### config.mk
export PLATFORM = sky130hd
export DESIGN_NAME = pulse_scheduler
export DESIGN_NICKNAME = d
export VERILOG_FILES = /design/src/rtl/pulse_scheduler_pkg.sv /design/src/rtl/round_robin_arbiter.sv /design/src/rtl/pulse_scheduler.sv
export SDC_FILE = /design/constraint.sdc
export NUM_CORES = 1
export LEC_CHECK = 0
export ABC_AREA = 1
export CAP_MARGIN = 15
export CORE_ASPECT_RATIO = 1.2
export CORE_MARGIN = 2
export CORE_UTILIZATION = 45
export CTS_CLUSTER_SIZE = 14
export DETAILED_ROUTE_END_ITERATION = 16
export GPL_ROUTABILITY_DRIVEN = 1
export PLACE_DENSITY_LB_ADDON = 0.12
export SYNTH_ARGS = -nofsm -noshare
export SYNTH_HDL_FRONTEND = slang
export SYNTH_SLANG_ARGS = --single-unit
### constraint.sdc
create_clock -name clock -period 2.7 [get_ports clock]
set_input_delay 0.81 -clock clock [delete_from_list [all_inputs] [get_ports clock]]
set_output_delay 0.81 -clock clock [all_outputs]
set_load 0.03 [all_outputs]
### src/rtl/pulse_scheduler_pkg.sv
// rtl/pulse_scheduler_pkg.sv - shared types and helpers for the pulse scheduler
// Purpose: FSM state encoding and the round-robin index step used by the arbiter.
// Ports: none (package).
package pulse_scheduler_pkg;

    typedef enum logic [1:0] {
        ST_IDLE  = 2'd0,
        ST_PULSE = 2'd1,
        ST_GAP   = 2'd2
    } state_t;

    // Next index in round-robin order, wrapping to 0 after the last channel.
    // Out-of-range indices also wrap to 0 so the arbiter always lands on a legal channel.
    function automatic int rr_next_index(input int index, input int channels);
        return (index + 1 >= channels) ? 0 : index + 1;
    endfunction

endpackage

### src/rtl/round_robin_arbiter.sv
// rtl/round_robin_arbiter.sv - combinational round-robin arbiter
// Purpose: picks the first requesting channel after last_grant, wrapping around.
// Ports:
//   request     in  CHANNELS  per-channel request vector
//   last_grant  in  ID_WIDTH  index granted most recently
//   grant       out CHANNELS  one-hot grant (all zero when nothing requests)
//   grant_index out ID_WIDTH  index of the granted channel
//   grant_valid out 1         some channel is granted
module round_robin_arbiter #(
    parameter int CHANNELS = 4,
    localparam int ID_WIDTH = (CHANNELS > 1) ? $clog2(CHANNELS) : 1
) (
    input  logic [CHANNELS-1:0] request,
    input  logic [ID_WIDTH-1:0] last_grant,
    output logic [CHANNELS-1:0] grant,
    output logic [ID_WIDTH-1:0] grant_index,
    output logic                grant_valid
);
    import pulse_scheduler_pkg::*;

    int                candidate;
    logic [ID_WIDTH-1:0] cand_idx;

    // Walk CHANNELS positions starting just after last_grant; the first hit wins,
    // so last_grant itself is checked last.
    always_comb begin
        grant       = '0;
        grant_index = '0;
        grant_valid = 1'b0;
        candidate   = int'(last_grant);
        cand_idx    = '0;
        for (int step = 0; step < CHANNELS; step++) begin
            candidate = rr_next_index(candidate, CHANNELS);
            cand_idx  = ID_WIDTH'(candidate);
            if (!grant_valid && request[cand_idx]) begin
                grant_valid     = 1'b1;
                grant[cand_idx] = 1'b1;
                grant_index     = cand_idx;
            end
        end
    end

endmodule

### src/rtl/pulse_scheduler.sv
// rtl/pulse_scheduler.sv - multi-channel pulse scheduler onto one shared pulse line
// Purpose: per-channel saturating pending counters drained round-robin as single-cycle
//          pulses separated by at least GAP_CYCLES low cycles.
// Ports:
//   clock          in  1                 single clock
//   reset          in  1                 synchronous active-high reset
//   pulse_in       in  CHANNELS          per-channel pulse requests (one per high cycle)
//   busy           out CHANNELS          counter saturated, new pulses are dropped
//   pulse_out      out 1                 registered single-cycle output pulse
//   pulse_channel  out CHANNEL_ID_WIDTH  owner of the current/last pulse_out
//   active         out 1                 pending pulses exist or FSM not idle
module pulse_scheduler #(
    parameter int CHANNELS            = 4,
    parameter int PULSE_COUNTER_WIDTH = 3,
    parameter int GAP_CYCLES          = 1,
    localparam int CHANNEL_ID_WIDTH   = (CHANNELS > 1) ? $clog2(CHANNELS) : 1
) (
    input  logic                        clock,
    input  logic                        reset,
    input  logic [CHANNELS-1:0]         pulse_in,
    output logic [CHANNELS-1:0]         busy,
    output logic                        pulse_out,
    output logic [CHANNEL_ID_WIDTH-1:0] pulse_channel,
    output logic                        active
);
    import pulse_scheduler_pkg::*;

    localparam logic [PULSE_COUNTER_WIDTH-1:0] COUNT_MAX = '1;
    localparam logic [PULSE_COUNTER_WIDTH-1:0] COUNT_ONE = PULSE_COUNTER_WIDTH'(1);
    localparam int                             GAP_W     = (GAP_CYCLES > 1) ? $clog2(GAP_CYCLES + 1) : 1;
    localparam logic [GAP_W-1:0]               GAP_LOAD  = GAP_W'(GAP_CYCLES);
    localparam logic [GAP_W-1:0]               GAP_LAST  = GAP_W'(1);

    logic [CHANNELS-1:0]         accepted;
    logic [CHANNELS-1:0]         request;
    logic [CHANNELS-1:0]         count_nonzero;
    logic [CHANNELS-1:0]         grant_onehot;
    logic [CHANNEL_ID_WIDTH-1:0] grant_index;
    logic [CHANNEL_ID_WIDTH-1:0] last_grant;
    logic                        grant_valid;
    logic                        grant_window;
    logic                        grant_fire;
    state_t                      state;
    logic [GAP_W-1:0]            gap_count;

    // Grants are only taken while idle or on the final gap cycle, which is what
    // enforces the minimum spacing between output pulses.
    assign grant_window = (state == ST_IDLE) || ((state == ST_GAP) && (gap_count == GAP_LAST));
    assign grant_fire   = grant_window && grant_valid;

    generate
        for (genvar i = 0; i < CHANNELS; i++) begin : g_channel
            logic [PULSE_COUNTER_WIDTH-1:0] count;

            assign busy[i]          = (count == COUNT_MAX);
            assign count_nonzero[i] = (count != '0);
            assign accepted[i]      = pulse_in[i] & ~busy[i];
            // The accepted-pulse bypass lets an idle scheduler fire on the next cycle.
            assign request[i]       = count_nonzero[i] | accepted[i];

            always_ff @(posedge clock) begin
                if (reset) begin
                    count <= '0;
                end else if (grant_fire && grant_onehot[i]) begin
                    // Accepted and granted together cancel out, even at zero.
                    if (!accepted[i]) begin
                        count <= count - COUNT_ONE;
                    end
                end else if (accepted[i]) begin
                    count <= count + COUNT_ONE;
                end
            end
        end
    endgenerate

    round_robin_arbiter #(
        .CHANNELS (CHANNELS)
    ) u_arbiter (
        .request     (request),
        .last_grant  (last_grant),
        .grant       (grant_onehot),
        .grant_index (grant_index),
        .grant_valid (grant_valid)
    );

    always_ff @(posedge clock) begin
        if (reset) begin
            state         <= ST_IDLE;
            gap_count     <= '0;
            pulse_out     <= 1'b0;
            pulse_channel <= '0;
            last_grant    <= CHANNEL_ID_WIDTH'(CHANNELS - 1);
        end else begin
            pulse_out <= 1'b0;
            case (state)
                ST_IDLE: begin
                    if (grant_fire) begin
                        pulse_out     <= 1'b1;
                        pulse_channel <= grant_index;
                        last_grant    <= grant_index;
                        state         <= ST_PULSE;
                    end
                end
                ST_PULSE: begin
                    gap_count <= GAP_LOAD;
                    state     <= ST_GAP;
                end
                ST_GAP: begin
                    if (gap_count == GAP_LAST) begin
                        if (grant_fire) begin
                            pulse_out     <= 1'b1;
                            pulse_channel <= grant_index;
                            last_grant    <= grant_index;
                            state         <= ST_PULSE;
                        end else begin
                            state <= ST_IDLE;
                        end
                    end else begin
                        gap_count <= gap_count - GAP_LAST;
                    end
                end
                default: begin
                    state <= ST_IDLE;
                end
            endcase
        end
    end

    assign active = (|count_nonzero) | (state != ST_IDLE);

endmodule

==> metrics.cfg <==
[clocking]
cts_tree=done
cts_hold_buffers=0
h-tree-depth=1
cts.path.max_buffers=2
clk_pin_slew_ps=70
ctsRootBufferMaster=clkbuf_8
cts.sinks=20
worstSkewPairLatency_ps=270
numCtsBuffers=3

[logic_synthesis]
synth_area_leaders=dfxtp_1, nand2_1, nand3_1, ha_1, inv_1
yosysSeqAreaShare=0.215
ys_warn_count=0
synth_edf_count=0
ys_top_cells_by_count=nand2_1, inv_1, nor2_1, nand3_1, dfxtp_1
avgSynthCellArea_um2=6.44
synth_most_common_cell=nand2_1
synth.top_cell.area_share=0.215
synth_seq_cells=20
synth_cells=289
syn_area_um2=1860
yosys_most_used_dff=dfxtp_1
ys_types=29
synthArstFlopShare=0
syn_nets=310
synth_top_area_cell=dfxtp_1

[setup_path]
end_kind=register
slowest_stage=fa_2
worstPathRequired_ps=2900
reg2reg_to=g_channel[3].count[1]
r2r-start=last_grant[0]
path_cells=dlygate4sd2_1, inv_2, nand3_4, clkinv_1, nand2_1, nand3_2, nand2_4, buf_4, nand3_1, nand2_1, nor2_1, nand2_2, nand2_4, fa_2, nand2_1, nand2_1, nor2_1
path_common_cell=nand2_1
criticalPathCategory=in -> reg
r2r_slack_ps=140
critPathMaxFanout=5
max_stage_delay_ps=420
startpoint_type=input pin
r2r_cells=14
crit_arrival_ps=2880

[die]
die_x_um=62.7
die_y_um=74.5
rows=25
io_pins=14
die_area_um2=4670
fp.coreArea_um2=3940
start_util=0.472

[grt]
grt_max_degree=13
grt_use_total=0.223
grt_pass1_vias=1914
grt_pass1_wl_um=8160
antenna_found_initial=0
overflow=0

[sta]
period_needed_ps=2680
worstMarginPinSlew_ps=432
fin_crit_sh=0.991
relSlewSlack=0.712
finalSetupViolCount=0
maxSlewViolCount=0
max_freq_mhz=374
hold_violations=0
skew_ps=12.4

[placement]
place.gp.congestion=0.989
io_buffers=13
hpwl_um=3570
dp_cells=380

[final_layout]
utilization=0.670
fillers=356
instances_no_fill=401
syn2layout_area_growth_pct=41.8
final_nets=369
final_layout_size_suffix_gt1_frac=0.366
seq_area_um2=405
n_antenna_cell=0
multi_input_area_um2=1470

[min_path]
holdPathStages=2
hold_path_end=pulse_channel[1]
hold_path.class=reg -> reg
hold_start=pulse_channel[1]

[detailed_routing]
detail_route.wl_per_cell_um=13.4
first_pass_iters=4
drc=0
vias=2054
routed_wl_um=5370
drtIter0Drc=131
vias_per_cell=5.12
ant_nets=0

[run]
cap_violations=0

[outcome]
outcome=finished clean

[how the worst max path moves through the flow]
stage	startpoint	to	slack, ps	cells after the start
3_3_place_gp	pulse_in[3]	g_channel[3].count[2]	-450	17
3_5_place_dp	pulse_in[3]	g_channel[0].count[2]	-460	17
2_1_floorplan	pulse_in[2]	g_channel[1].count[2]	200	15
4_1_cts	g_channel[3].count[0]	active	30	5
5_1_grt	pulse_in[3]	g_channel[2].count[2]	-90	19
6_report	pulse_in[3]	g_channel[2].count[1]	20	17
[area by class of cell]
type	instances	share of cell area
clock inverters	1	0.0114
multi-input cells	222	0.556
flip-flops and latches	20	0.154
inverters	45	0.0697
well taps	54	0.0256
repair buffers	56	0.168
clock buffers	3	0.0156
[registers in the layout (all words and copies together), names as in the netlist]
name,flops
pulse_channel,2
last_grant,2
g_channel.count,12
pulse_out,1
gap_count,1
state,2
[per-layer routing]
layer  track usage  part of all wire
met5             0                 0
met4         0.119             0.030
met3        0.0378             0.046
met2         0.412              0.51
met1         0.248              0.41
[per-stage QoR]
stage / setup WS (ps) / hold WS [ps] / instance area (um^2) / setup TNS (ps)
4_1_cts: 29.6 / 469 / 2460 / 0
5_1_grt: -86.1 / 488 / 2640 / -225
6_report: 23.5 / 467 / 2640 / 0
2_1_floorplan: 202 / 453 / 1860 / 0
3_3_place_gp: -453 / 464 / 2250 / -4330
3_5_place_dp: -455 / 459 / 2250 / -4530
[placed cells by master (no fill, tap or decap), types with 2 or more instances in the layout]
cell             Yosys  layout
nand2_1             78      67
buf_4                0      43
inv_1               36      30
nor2_1              33      30
nand3_1             29      24
dfxtp_1             20      18
nand2_2              8      15
nand2_4             10      13
inv_2                6      11
a21oi_1             13      10
clkdlybuf4s50_1      0       8
nand4_1              7       7
nand3_2              7       7
ha_1                11       7
nand3_4              1       6
nor2_2               2       5
o21ai_0              5       5
fa_2                 0       4
a21oi_2              0       3
nor3_1               3       3
o211ai_1             3       3
ha_4                 0       3
clkbuf_8             0       3
or2_2                2       2
clkbuf_2             0       2
[cells by family after synthesis]
family | share of synthesized area
compound gates | 0.0766
flops | 0.215
fa+ha+maj | 0.117
simple gates | 0.492
buf+inv | 0.0995
[critical path: cells and delay by family]
| kind | cells | cell delay, ps |
|---|---|---|
| AND/OR/NAND/NOR | 12 | 1080 |
| buffers and inverters | 4 | 570 |
| adder cells (fa/ha/maj) | 1 | 420 |
[repair_timing]
action / CTS / global route
pin swaps: 12 / 24
setup buffers: 13 / 4
gates resized for setup: 21 / 45
endpoints found under the setup margin: 8 / 9
Power is not shown: default switching activity piles up to over one toggle a cycle in this logic, so the estimate is an artifact.
